==> src/rtl/freq_div_pkg.sv <==
// Shared types and helpers for the multi-channel frequency divider.
// Channel state encoding, default sizes, channel-select width.
package freq_div_pkg;

  typedef enum logic [1:0] {
    ST_IDLE = 2'd0,
    ST_RUN  = 2'd1,
    ST_PEND = 2'd2
  } ch_st_e;

  localparam int DEF_CW  = 8;
  localparam int DEF_NCH = 4;

  function automatic int chan_w(input int n);
    return (n > 1) ? $clog2(n) : 1;
  endfunction

endpackage

==> src/rtl/freq_div_if.sv <==
// Config write port of the divider scheduler.
// valid/ready handshake carrying channel, divisor and enable.
interface freq_div_if
  import freq_div_pkg::*;
#(
  parameter int NCH = DEF_NCH,
  parameter int CW  = DEF_CW
);

  localparam int CHW = chan_w(NCH);

  logic           cfg_valid;
  logic           cfg_ready;
  logic [CHW-1:0] cfg_ch;
  logic [CW-1:0]  cfg_div;
  logic           cfg_en;

  modport master (
    output cfg_valid,
    output cfg_ch,
    output cfg_div,
    output cfg_en,
    input  cfg_ready
  );

  modport slave (
    input  cfg_valid,
    input  cfg_ch,
    input  cfg_div,
    input  cfg_en,
    output cfg_ready
  );

endinterface

==> src/rtl/freq_div_ch.sv <==
// One divider channel: FSM, counter, shadow divisor, divided clock.
// A new divisor written while running is applied only at terminal count.
module freq_div_ch
  import freq_div_pkg::*;
#(
  parameter int CW = DEF_CW
) (
  input  logic          clk,
  input  logic          reset,
  input  logic          wr_i,
  input  logic [CW-1:0] div_i,
  input  logic          en_i,
  input  logic          sync_i,
  output logic          tick_o,
  output logic          clk_o,
  output logic          pend_o
);

  ch_st_e        st_q, st_d;
  logic [CW-1:0] cnt_q, cnt_d;
  logic [CW-1:0] div_q, div_d;
  logic [CW-1:0] sdiv_q, sdiv_d;
  logic          sen_q, sen_d;
  logic          clk_q, clk_d;
  logic          go;
  logic          tc;

  // a zero divisor is a stop request
  assign go     = en_i & (div_i != '0);
  assign tc     = (st_q != ST_IDLE) &&
                  (cnt_q == div_q - CW'(1));
  assign tick_o = tc & ~sync_i;
  assign clk_o  = clk_q;
  assign pend_o = (st_q == ST_PEND);

  always_comb begin
    st_d   = st_q;
    cnt_d  = cnt_q;
    div_d  = div_q;
    sdiv_d = sdiv_q;
    sen_d  = sen_q;
    clk_d  = clk_q;
    if (sync_i) begin
      if (st_q != ST_IDLE) begin
        cnt_d = '0;
        clk_d = 1'b0;
      end
      if (st_q == ST_PEND) begin
        st_d   = sen_q ? ST_RUN : ST_IDLE;
        div_d  = sen_q ? sdiv_q : div_q;
        sdiv_d = '0;
        sen_d  = 1'b0;
      end
      if (wr_i) begin
        cnt_d = '0;
        st_d  = go ? ST_RUN : ST_IDLE;
        if (go) div_d = div_i;
      end
    end else begin
      unique case (st_q)
        ST_IDLE: begin
          cnt_d = '0;
          if (wr_i && go) begin
            div_d = div_i;
            st_d  = ST_RUN;
          end
        end
        ST_RUN: begin
          cnt_d = tc ? '0 : cnt_q + CW'(1);
          if (tc) clk_d = ~clk_q;
          if (wr_i) begin
            sdiv_d = div_i;
            sen_d  = go;
            st_d   = ST_PEND;
          end
        end
        ST_PEND: begin
          cnt_d = tc ? '0 : cnt_q + CW'(1);
          if (tc) begin
            clk_d  = ~clk_q;
            st_d   = sen_q ? ST_RUN : ST_IDLE;
            div_d  = sen_q ? sdiv_q : div_q;
            sdiv_d = '0;
            sen_d  = 1'b0;
          end
        end
        default: st_d = ST_IDLE;
      endcase
    end
  end

  always_ff @(posedge clk or negedge reset) begin
    if (!reset) begin
      st_q   <= ST_IDLE;
      cnt_q  <= '0;
      div_q  <= '0;
      sdiv_q <= '0;
      sen_q  <= 1'b0;
      clk_q  <= 1'b0;
    end else begin
      st_q   <= st_d;
      cnt_q  <= cnt_d;
      div_q  <= div_d;
      sdiv_q <= sdiv_d;
      sen_q  <= sen_d;
      clk_q  <= clk_d;
    end
  end

endmodule

==> src/rtl/freq_div_sched.sv <==
// Multi-channel programmable divider: channel decode and ready mux.
// Optional FREQ_DIV_SYNC_EN adds sync_i to re-phase all channels.
module freq_div_sched
  import freq_div_pkg::*;
#(
  parameter int NCH = DEF_NCH,
  parameter int CW  = DEF_CW
) (
  input  logic           clk,
  input  logic           reset,
  freq_div_if.slave      cfg,
`ifdef FREQ_DIV_SYNC_EN
  input  logic           sync_i,
`endif
  output logic [NCH-1:0] tick_o,
  output logic [NCH-1:0] clk_o
);

  localparam int CHW = chan_w(NCH);

  logic [NCH-1:0] pend;
  logic [NCH-1:0] wr;
  logic           rdy;
  logic           sync;

`ifdef FREQ_DIV_SYNC_EN
  assign sync = sync_i;
`else
  assign sync = 1'b0;
`endif

  // out-of-range channels match nothing: ready stays 1, write dropped
  always_comb begin
    rdy = 1'b1;
    wr  = '0;
    for (int i = 0; i < NCH; i++) begin
      if (cfg.cfg_ch == CHW'(i)) rdy = ~pend[i];
    end
    for (int i = 0; i < NCH; i++) begin
      wr[i] = cfg.cfg_valid & rdy &
              (cfg.cfg_ch == CHW'(i));
    end
  end

  assign cfg.cfg_ready = rdy;

  for (genvar g = 0; g < NCH; g++) begin : g_ch
    freq_div_ch #(
      .CW(CW)
    ) u_ch (
      .clk    (clk),
      .reset  (reset),
      .wr_i   (wr[g]),
      .div_i  (cfg.cfg_div),
      .en_i   (cfg.cfg_en),
      .sync_i (sync),
      .tick_o (tick_o[g]),
      .clk_o  (clk_o[g]),
      .pend_o (pend[g])
    );
  end

endmodule
==> src/flat_wrapper.sv <==
// flat-port wrapper written by rule: the top's interface ports become plain ports
module freq_div_sched_flat import freq_div_pkg::*;
#(
  parameter int NCH = DEF_NCH,
  parameter int CW  = DEF_CW
)
  (clk, reset, tick_o, clk_o, cfg_cfg_valid, cfg_cfg_ch, cfg_cfg_div, cfg_cfg_en, cfg_cfg_ready);
  freq_div_if #(.NCH(NCH), .CW(CW)) cfg_i ();
  input  logic clk;
  input  logic reset;
  output logic [NCH-1:0] tick_o;
  output logic [NCH-1:0] clk_o;
  input wire logic [$bits(cfg_i.cfg_valid)-1:0] cfg_cfg_valid;
  input wire logic [$bits(cfg_i.cfg_ch)-1:0] cfg_cfg_ch;
  input wire logic [$bits(cfg_i.cfg_div)-1:0] cfg_cfg_div;
  input wire logic [$bits(cfg_i.cfg_en)-1:0] cfg_cfg_en;
  output wire logic [$bits(cfg_i.cfg_ready)-1:0] cfg_cfg_ready;
  assign cfg_i.cfg_valid = cfg_cfg_valid;
  assign cfg_i.cfg_ch = cfg_cfg_ch;
  assign cfg_i.cfg_div = cfg_cfg_div;
  assign cfg_i.cfg_en = cfg_cfg_en;
  assign cfg_cfg_ready = cfg_i.cfg_ready;
  freq_div_sched #(.NCH(NCH), .CW(CW)) u_core (.clk(clk), .reset(reset), .cfg(cfg_i), .tick_o(tick_o), .clk_o(clk_o));
endmodule
==> config.mk <==
export PLATFORM = sky130hd
export DESIGN_NAME = freq_div_sched_flat
export DESIGN_NICKNAME = d
export VERILOG_FILES = /design/src/rtl/freq_div_pkg.sv /design/src/rtl/freq_div_if.sv /design/src/rtl/freq_div_ch.sv /design/src/rtl/freq_div_sched.sv /design/src/flat_wrapper.sv
export SDC_FILE = /design/constraint.sdc
export NUM_CORES = 1
export LEC_CHECK = 0
export CORE_MARGIN = 1.5
export CORE_UTILIZATION = 56
export DETAILED_ROUTE_END_ITERATION = 7
export PLACE_DENSITY = 0.77
export SLEW_MARGIN = 20
export SYNTH_ARGS = -nofsm -noshare
export SYNTH_HDL_FRONTEND = slang
export SYNTH_SLANG_ARGS = --single-unit
==> constraint.sdc <==
create_clock -name clk -period 2.3 [get_ports clk]
set_input_delay 0.345 -clock clk [delete_from_list [all_inputs] [get_ports clk]]
set_output_delay 0.345 -clock clk [all_outputs]
set_load 0.02 [all_outputs]
After elaboration in Yosys (flattened, before gate mapping)
Cells that the tools add are included.
{"block": "word_totals", "ff_bits": 112, "input_bits": 14, "out_inout_bits": 9, "wordCells": 199}
{"block": "classes", "addsub": 8, "n_eq_ne": 31, "n_mux": 72, "bitwise": 14, "reduce_logical": 50}
{"operator": "$mux W8", "n": 24}
{"operator": "$pmux W8 S2", "n": 12}
{"operator": "$add A8 B1 Y8 const B", "n": 4}
{"operator": "$eq A8 B8 Y1", "n": 4}
{"operator": "$reduce_bool A2 Y1", "n": 16}
{"operator": "$sub A8 B1 Y8 const B", "n": 4}
{"operator": "$mux W2", "n": 12}
{"operator": "$pmux W2 S3", "n": 4}
{"operator": "$reduce_and A3 Y1", "n": 8}
{"operator": "$mux W1", "n": 16}
{"operator": "$ne A2 B1 Y1 const B", "n": 8}
{"operator": "$ne A2 B2 Y1 const B", "n": 8}
{"operator": "$reduce_and A4 Y1", "n": 4}
{"operator": "$eq A2 B2 Y1 const B", "n": 6}
{"operator": "$eq A2 B1 Y1 const B", "n": 5}
{"operator": "$logic_not A2 Y1", "n": 5}
{"operator": "$logic_and A1 B1 Y1", "n": 8}
{"operator": "$not A1 Y1", "n": 8}
{"operator": "$pmux W1 S2", "n": 4}
{"operator": "$reduce_and A2 Y1", "n": 4}
{"operator": "$reduce_bool A8 Y1", "n": 1}
{"operator": "$reduce_or A2 Y1", "n": 4}
{"operator": "$and A1 B1 Y1", "n": 6}

Logic depth before layout (Yosys ltp)
Gate-level depths: netlist of run 1.
{"block": "logic_depth", "ltp_word": 11, "ltp_mapped": 11, "depth_no_buf": 10}

Modules after synthesis
Synthesis of run 1 repeated with hierarchy kept, for this count alone.
{"block": "unflattened", "cells_unflattened": 876, "hier_area_um2": 7719.9}
{"module": "freq_div_ch at u_core.g_ch[0].u_ch ...", "instances": 2, "cells_per_inst": 218, "area_per_inst_um2": 1921.8, "seq_area_each_um2": 700.7}
{"module": "freq_div_ch at u_core.g_ch[2].u_ch ...", "instances": 2, "cells_per_inst": 216, "area_per_inst_um2": 1905.6, "seq_area_each_um2": 700.7}
{"module": "freq_div_sched", "instances": 1, "cells_per_inst": 8, "area_per_inst_um2": 65.1, "seq_area_each_um2": 0.0}

Least setup slack after synthesis of run 1
Ideal clock, no wire load.
{"block": "synth_path", "path_type": "flip-flop to flip-flop", "startpoint": "reg u_core.g_ch[1].u_ch.div_q[0]", "endpoint": "reg u_core.g_ch[1].u_ch.sen_q", "setup_ps": 121, "arrival_time_ps": 2377, "required_ps": 2179, "setup_slack_ps": -198, "stages_incl_launch_ff": 11, "n_path_buf": 1, "synth_period_minus_slack_ps": 2498, "cell_sequence": "dfrtp_1 inv_1 ha_1 or3b_2 nor3_1 xnor2_1 a2111oi_4 nor2b_2 or2_1 buf_6 a22o_2"}
{"block": "synth_between", "elab_chain_len": 5}
{"item": "start: declaration", "line_no": "freq_div_ch.sv:21", "rtl": "logic [CW-1:0] div_q, div_d;"}
{"item": "start signal: assignment", "line_no": "freq_div_ch.sv:103", "rtl": "div_q <= div_d;"}
{"item": "$sub A8 B1 Y8", "line_no": "freq_div_ch.sv:31", "rtl": "(cnt_q == div_q - CW'(1));"}
{"item": "$eq A8 B8 Y1", "line_no": "freq_div_ch.sv:31"}
{"item": "$logic_and A1 B1 Y1", "line_no": "freq_div_ch.sv:30", "rtl": "assign tc = (st_q != ST_IDLE) &&"}
{"item": "via u_core.g_ch[1].u_ch.tc", "line_no": "freq_div_ch.sv:26", "rtl": "logic tc;"}
{"item": "$ne A2 B1 Y1 (no source line)"}
{"item": "$reduce_and A3 Y1 (no source line)"}
{"item": "end signal: assignment", "line_no": "freq_div_ch.sv:105", "rtl": "sen_q <= sen_d;"}
{"item": "end: declaration", "line_no": "freq_div_ch.sv:23", "rtl": "logic sen_q, sen_d;"}
The timed path passes the listed nets, and every way through them passes these cells.
A chain may end at the register's enable or synchronous reset.

Worst setup path after layout of run 1
{"block": "layout_path", "startpoint": "reg u_core.g_ch[1].u_ch.div_q[1]", "endpoint": "out tick_o[1]"}
{"block": "layout_between", "elab_chain_len": 3}
{"item": "$sub A8 B1 Y8", "line_no": "freq_div_ch.sv:31"}
{"item": "$eq A8 B8 Y1", "line_no": "freq_div_ch.sv:31"}
{"item": "$logic_and A1 B1 Y1", "line_no": "freq_div_ch.sv:30"}
{"item": "end: declaration", "line_no": "flat_wrapper.sv:11", "rtl": "output logic [NCH-1:0] tick_o;"}
No other way between the ends.

==> out/summary.txt, run 1 <==
initial antenna violation count: 0
yosys warns: 0
IO buf count: 22
DR WL/cell: 17.91 um
CP endpoint: tick_o[1]
flops & latches, synth: 112
# IOs: 23
final worst-path cycle share: 113.8%
Worst EP arrival: 2.27 ns
Avg Cell Area, Syn: 9.319 um^2
Final Critical Period: 2.618 ns
ANT cells: 0
fmax: 0.3820 GHz
CORE AREA: 0.01156 mm^2
fin area: 0.008713 mm^2
Synth cell types: 67
worst setup slack after layout: -0.3178 ns
Iter 0 DRT Violations: 437
Synth Cell Area: 0.006719 mm^2
Setup crit end kind: output port
Vias/cell: 5.958
CTS Sinks: 112
CTS tree: done
Cells after Synth: 721
DRC: 0
Post-synth EDFFs: 0
first-pass detailed-route iteration total: 5
hold crit path type: in -> async
clk_lat worst skew: 0.37 ns
fillers: 742
register area share after synthesis: 41.71%
die span in x: 112.5 um
initial core utilization: 58.10%
flop-to-flop setup slack: -0.28 ns
Final Skew: 0.006506 ns
DP HPWL: 11,290 um
DP Area: 0.007695 mm^2
Slew HR: 53.93%
violated checks: setup timing
leakage power: 3.866 nW
remaining antenna violation count: 0
critical path, cell by cell: or4_4, buf_6, nor2_2, nand2_2, a2111oi_4, buf_4
delay of the slowest critical-path stage: 0.56 ns
vias in the first global route: 5,842
largest net degree at the start of global routing: 47
Slew Viols, Final: 0
status: finished with violations
most common cell after layout, fill and taps aside: dfrtp_1
Max rail drop VDD: 0.0008799 V
max cap viols: 0
crit path kind: reg -> out
drt total wl: 17,500 um
Core Rows: 39
Hold Worst Slack: 0.4246 ns
routed vias: 5,821
Setup-failing EPs final: 29
Final Wtd Congestion: 0.8198
R2R Path Start: u_core.g_ch[1].u_ch.div_q[1]
reg2reg path depth: 9
H-tree lvl count: 3
CTS buffer count: 9
worst path required time: 1.96 ns
grt ovf: 0
worst-margin pin slew: 0.6884 ns
layout cell share with drive strength beyond 1: 32.37%
Crit-path slowest cell: or4_4
Reg clk slew, reported paths: 0.07 ns
die area: 0.01266 mm^2
first-pass GRT wire length: 27,990 um
Worst R2R End: u_core.g_ch[1].u_ch.sdiv_q[3]
setup tns final: -6.264 ns
Tot GR Track Use: 27.69%
final hold viol count: 0
non-filler cells in the finished layout: 977
placed cell count: 940
clock buffer depth: 2
Post-synth ARST share: 100.0%
area grow syn2layout: 29.68%
Die Ht: 112.5 um
crit path max fanout: 3
PwrDens: 1333 mW/mm^2
Tot Pwr: 11.61 mW
CP Launch Type: flip-flop
clk root buf: clkbuf_16
unrepaired setup endpoints after global routing: true
post-synth net total: 762
most frequent cells in the layout: 109 x dfrtp_1, 106 x buf_4, 81 x nand2_1
ys flop type: dfrtp_1
CP Launch Point: u_core.g_ch[1].u_ch.div_q[1]
final net count: 872
==> Yosys cell counts, types with 2 or more instances <==
cell,instances,area (um^2)
a2111oi_4,2,55.05
a211oi_1,2,15.01
a21o_1,10,75.07
a21oi_1,36,180.2
a22o_1,22,192.7
a22o_2,8,80.08
a31oi_1,4,25.02
and2_1,2,12.51
and3_1,3,18.77
buf_1,3,11.26
buf_2,2,10.01
buf_4,8,60.06
clkbuf_1,32,120.1
dfrtp_1,112,2803
ha_1,27,337.8
inv_1,30,112.6
mux2_2,18,202.7
mux2i_1,25,250.2
nand2_1,93,349.1
nand2b_1,11,68.82
nand3_1,24,120.1
nand3b_1,3,22.52
nand4_1,4,25.02
nor2_1,44,165.2
nor2b_1,4,25.02
nor3_1,20,100.1
nor3b_1,7,52.55
nor4_1,6,37.54
nor4b_1,4,35.03
o211ai_1,5,37.54
o21ai_0,44,220.2
o21bai_1,3,22.52
o22ai_1,10,62.56
o311ai_0,2,17.52
or2_1,2,12.51
or2_2,6,37.54
or3_1,8,50.05
or4_1,3,22.52
xnor2_1,30,262.8
xor2_1,15,131.4
==> stage by stage <==
step                utilization [%]  setup WS (ns)
finish                        75.34        -0.3178
global route                  75.34        -0.3559
CTS                           71.56        -0.2739
detailed placement            66.54        -0.3979
global placement              66.54        -0.3174
floorplan                         -        -0.1279
==> critical path, delay by kind of cell (launching register included) <==
| kind | cells | cell delay, ns |
|---|---|---|
| AO/OA/AOI/OAI | 1 | 0.40 |
| buffers and inverters | 2 | 0.35 |
| flip-flops | 1 | 0.40 |
| AND/OR/NAND/NOR | 3 | 0.76 |
==> cell type report <==
type,count,area [um^2],area share [%]
clock buffers,10,239.0,2.743
clock inverters,4,55.05,0.6318
multi-input cells,536,4135,47.46
well taps,143,178.9,2.053
repair buffers,142,1186,13.61
inverters,30,112.6,1.292
flip-flops and latches,112,2806,32.21
==> state kept, by name (all words and copies together) (netlist names) <==
signal / cells
u_core.g_ch.u_ch.sdiv_q: 32
u_core.g_ch.u_ch.div_q: 32
u_core.g_ch.u_ch.clk_o: 4
u_core.g_ch.u_ch.st_q: 8
u_core.g_ch.u_ch.sen_q: 4
u_core.g_ch.u_ch.cnt_q: 32
==> metal layers <==
| layer | up-vias | GRT usage [%] | part of all wire, % |
|---|---|---|---|
| met5 | - | 0 | 0 |
| met4 | 0 | 10.89 | 3.0 |
| met3 | 41 | 5.940 | 4.1 |
| met2 | 173 | 47.03 | 51 |
| met1 | 2844 | 34.75 | 42 |
| li1 | 2763 | - | - |
==> power by group <==
| group | total [mW] | internal, mW | leakage [nW] | switching, mW |
|---|---|---|---|---|
| Sequential | 3.40 | 2.74 | 1.42 | 0.662 |
| Combinational | 6.61 | 3.30 | 2.30 | 3.31 |
| Clock | 1.60 | 0.868 | 0.141 | 0.736 |
==> worst min path at each step <==
| stage | cells after the start | from | slack, ns | to |
|---|---|---|---|---|
| 2_1_floorplan | 0 | reset | 0.05 | u_core.g_ch[0].u_ch.clk_o |
| 3_3_place_gp | 1 | reset | 0.27 | u_core.g_ch[1].u_ch.cnt_q[7] |
| 3_5_place_dp | 1 | reset | 0.28 | u_core.g_ch[1].u_ch.cnt_q[7] |
| 4_1_cts | 2 | reset | 0.43 | u_core.g_ch[1].u_ch.cnt_q[7] |
| 5_1_grt | 2 | reset | 0.46 | u_core.g_ch[1].u_ch.cnt_q[7] |
| 6_report | 2 | reset | 0.42 | u_core.g_ch[1].u_ch.cnt_q[7] |
==> cell families (layout without fill, tap and decap cells) <==
group	Yosys count	count (layout)	share of synthesized area, %
buffers and inverters	76	186	4.842
adders and majority gates	27	27	5.028
AOI/OAI and AO/OA	166	166	17.32
and+or+nand+nor	251	254	18.16
muxes	44	44	7.076
DFF	112	112	41.71
xor gates and xnor gates	45	45	5.866
==> what timing repair did <==
action,in CTS,in global routing
setup endpoints to repair,65,100
setup buffers,11,7
gates cloned,2,2
resized for setup,73,99
endpoints found under the hold margin,23,0
hold buffers,1,0
pin swaps,23,34
Power figures use the tool's default switching activity.
==> run 2: changes to the inputs <==
--- a/config.mk
+++ b/config.mk
@@ -5,7 +5,7 @@
 export SDC_FILE = /design/constraint.sdc
 export NUM_CORES = 1
 export LEC_CHECK = 0
-export CORE_MARGIN = 1.5
+export CORE_MARGIN = 4
 export CORE_UTILIZATION = 56
 export DETAILED_ROUTE_END_ITERATION = 7
 export PLACE_DENSITY = 0.77
==> run 2 against run 1 <==
The flow still finishes with violations (setup timing). Clock-buffer cell count fell by 1. Fmax increased by 1.2%. Worst hold slack got worse by 0.41 ns. Critical path type is now reg -> reg. Register-to-register slack hardly changed.
==> out/summary.txt, run 2 (synthesized netlist as in run 1, its figures left out) <==
Reg clk slew, reported paths: 0.08 ns (about the same)
DRC: 0 (unchanged)
Iter 0 DRT Violations: 605 (+38%)
layout cell share with drive strength beyond 1: 33.82% (+1.4 points)
sequential power share: 28.9% (-0.4 points)
routed vias: 5,896 (+1.3%)
final worst-path cycle share: 112.4% (-1.4 points)
biggest regs: u_core.g_ch.u_ch.cnt_q x32, u_core.g_ch.u_ch.div_q x32, u_core.g_ch.u_ch.sdiv_q x32
Vias/cell: 6.072 (+1.9%)
fillers: 740 (-0.27%)
initial antenna violation count: 0 (unchanged)
pre-CTS setup slack: -0.3851 ns (+0.01274 ns)
Comb pwr share: 57.2% (+0.3 points)
Final Wtd Congestion: 0.8562 (+4.4%)
violated checks: setup timing
die span in x: 117.5 um (+4.4%)
hold crit path type: in -> async
most used cell, CP: buf_4
largest net degree at the start of global routing: 52 (+11%)
Tot Pwr: 11.92 mW (+2.6%)
Final Skew: 0.01075 ns (+0.004245 ns)
DP Area: 0.007680 mm^2 (-0.20%)
clock network power share: 13.9% (about the same)
most frequent cells in the layout: 109 x dfrtp_1, 102 x buf_4, 77 x nand2_1
Bufs and invs on worst path: 2 (unchanged)
delay of the slowest critical-path stage: 0.55 ns (about the same)
vias in the first global route: 5,936 (+1.6%)
remaining antenna violation count: 0 (unchanged)
DR WL/cell: 18.89 um (+5.4%)
max cap viols: 0 (unchanged)
H-tree lvl count: 3 (unchanged)
worst-margin pin slew: 0.7406 ns (+0.05214 ns)
Setup-failing EPs final: 54 (+86%)
worst setup slack after layout: -0.2859 ns (+0.03196 ns)
CTS buffer count: 9 (unchanged)
placed cell count: 938 (-0.21%)
# IOs: 23 (unchanged)
crit path kind: reg -> reg
switching pwr: 4.933 mW (+4.8%)
clk root buf: clkbuf_16
final net count: 864 (-0.92%)
area grow syn2layout: 30.34%
hold-fix buffers at CTS: 0 (-1)
worst path required time: 2.55 ns (+0.59 ns)
Slew Viols, Final: 0 (unchanged)
initial core utilization: 58.10% (unchanged)
leakage power: 3.872 nW (+0.14%)
Max rail drop VDD: 0.0008488 V (-3.5%)
clock buffer depth: 2 (unchanged)
Setup crit end kind: flip-flop
unrepaired setup endpoints after global routing: true
Worst EP arrival: 2.84 ns (+0.57 ns)
CORE AREA: 0.01156 mm^2 (unchanged)
die area: 0.01381 mm^2 (+9.1%)
PwrDens: 1361 mW/mm^2 (+2.1%)
Core Rows: 39 (unchanged)
CP Launch Type: flip-flop
crit path max fanout: 5 (+2)
non-filler cells in the finished layout: 971 (-0.61%)
Switching Share: 41.40% (+0.88 points)
CTS Sinks: 112 (unchanged)
Crit-path slowest cell: or4_4
most common cell after layout, fill and taps aside: dfrtp_1
ANT cells: 0 (unchanged)
grt ovf: 0 (unchanged)
Slew HR: 50.45% (-3.5 points)
first-pass detailed-route iteration total: 7 (+2)
DP HPWL: 11,670 um (+3.3%)
final hold viol count: 0 (unchanged)
fmax: 0.3867 GHz (+1.2%)
fin area: 0.008757 mm^2 (+0.50%)
first-pass GRT wire length: 28,440 um (+1.6%)
Die Ht: 117.5 um (+4.4%)
Final Critical Period: 2.586 ns (-0.03196 ns)
Core Util, Final: 75.72% (+0.38 points)
status: finished with violations
CTS tree: done
P_int: 6.983 mW (+1.1%)
CP top delay family: simple AND/OR/NAND/NOR gates
clk_lat worst skew: 0.37 ns (about the same)
IO buf count: 22 (unchanged)
drt total wl: 18,340 um (+4.8%)
Tot GR Track Use: 24.88% (-2.8 points)
critical path, cell by cell: or4_4, buf_4, nor2_1, nand2_1, a2111oi_4, buf_4, nor2b_4, or2_4, a22o_2
## run 2: cell count changes in the layout (fill, tap and decap cells not counted), sizes merged
cell         before  now
buf             125  118
clkbuf           10    9
clkinvlp          1    0
dlygate4sd3       1    0
inv              31   35
## run 2: metal layers
| metal | track usage, % | wire (um) |
|---|---|---|
| met4 | 10.55 | 641 |
| met3 | 5.238 | 792 |
| met5 | 0 | 0 |
| met1 | 28.98 | 7326 |
| met2 | 44.44 | 9578 |
## run 2: cell type report
| type | instances | area (um^2) | area share, % |
|---|---|---|---|
| Sequential cell | 112 | 2806 | 32.05 |
| Tap cell | 143 | 178.9 | 2.043 |
| Clock inverter | 7 | 85.08 | 0.9716 |
| Inverter | 30 | 112.6 | 1.286 |
| Multi-Input combinational cell | 536 | 4237 | 48.38 |
| Clock buffer | 9 | 225.2 | 2.572 |
| Timing Repair Buffer | 134 | 1112 | 12.70 |
## run 2: power by group through the flow
stage	Clock (mW)	Combinational [mW]	Sequential, mW
final	1.66	6.81	3.44
after global routing	1.77	7.36	3.52
after CTS	1.69	5.88	3.35
after detailed placement	0	5.28	3.35
after global placement	0	4.96	3.31
after floorplan	0	3.63	3.30
## run 2: metrics by stage
step / hold WS (ns) / setup TNS [ns]
2_1_floorplan: 0.04941 / -2.103
3_3_place_gp: 0.4248 / -6.319
3_5_place_dp: 0.4333 / -13.63
4_1_cts: 0.04599 / -3.995
5_1_grt: 0.06158 / -13.35
6_report: 0.01730 / -7.308
## run 2: worst paths after layout
path,slack (ns),startpoint,cells after the start,end
hold reg to reg,0.47,u_core.g_ch[3].u_ch.clk_o,1,u_core.g_ch[3].u_ch.clk_o
hold / removal,0.02,reset,1,u_core.g_ch[1].u_ch.cnt_q[6]
setup reg to reg,-0.29,u_core.g_ch[1].u_ch.div_q[1],9,u_core.g_ch[1].u_ch.sdiv_q[4]
min in group clk,0.47,u_core.g_ch[3].u_ch.clk_o,1,u_core.g_ch[3].u_ch.clk_o
setup / recovery,-0.29,u_core.g_ch[1].u_ch.div_q[1],9,u_core.g_ch[1].u_ch.sdiv_q[4]
max in group asynchronous,1.57,reset,2,u_core.g_ch[3].u_ch.div_q[2]
## run 2: worst reg2reg max path: stages (launching register included)
cell and delay (ns):
dfrtp_1 0.41, or4_4 0.55, buf_4 0.16, nor2_1 0.11
nand2_1 0.10, a2111oi_4 0.35, buf_4 0.24, nor2b_4 0.07
or2_4 0.27, a22o_2 0.23
## run 2: repair_timing
| action | in CTS | in global routing |
|---|---|---|
| pin swaps | 18 | 39 |
| gates resized for setup | 72 | 119 |
| gates cloned | 2 | 2 |
| buffers inserted | 7 | 6 |
| setup endpoints to repair | 96 | 87 |
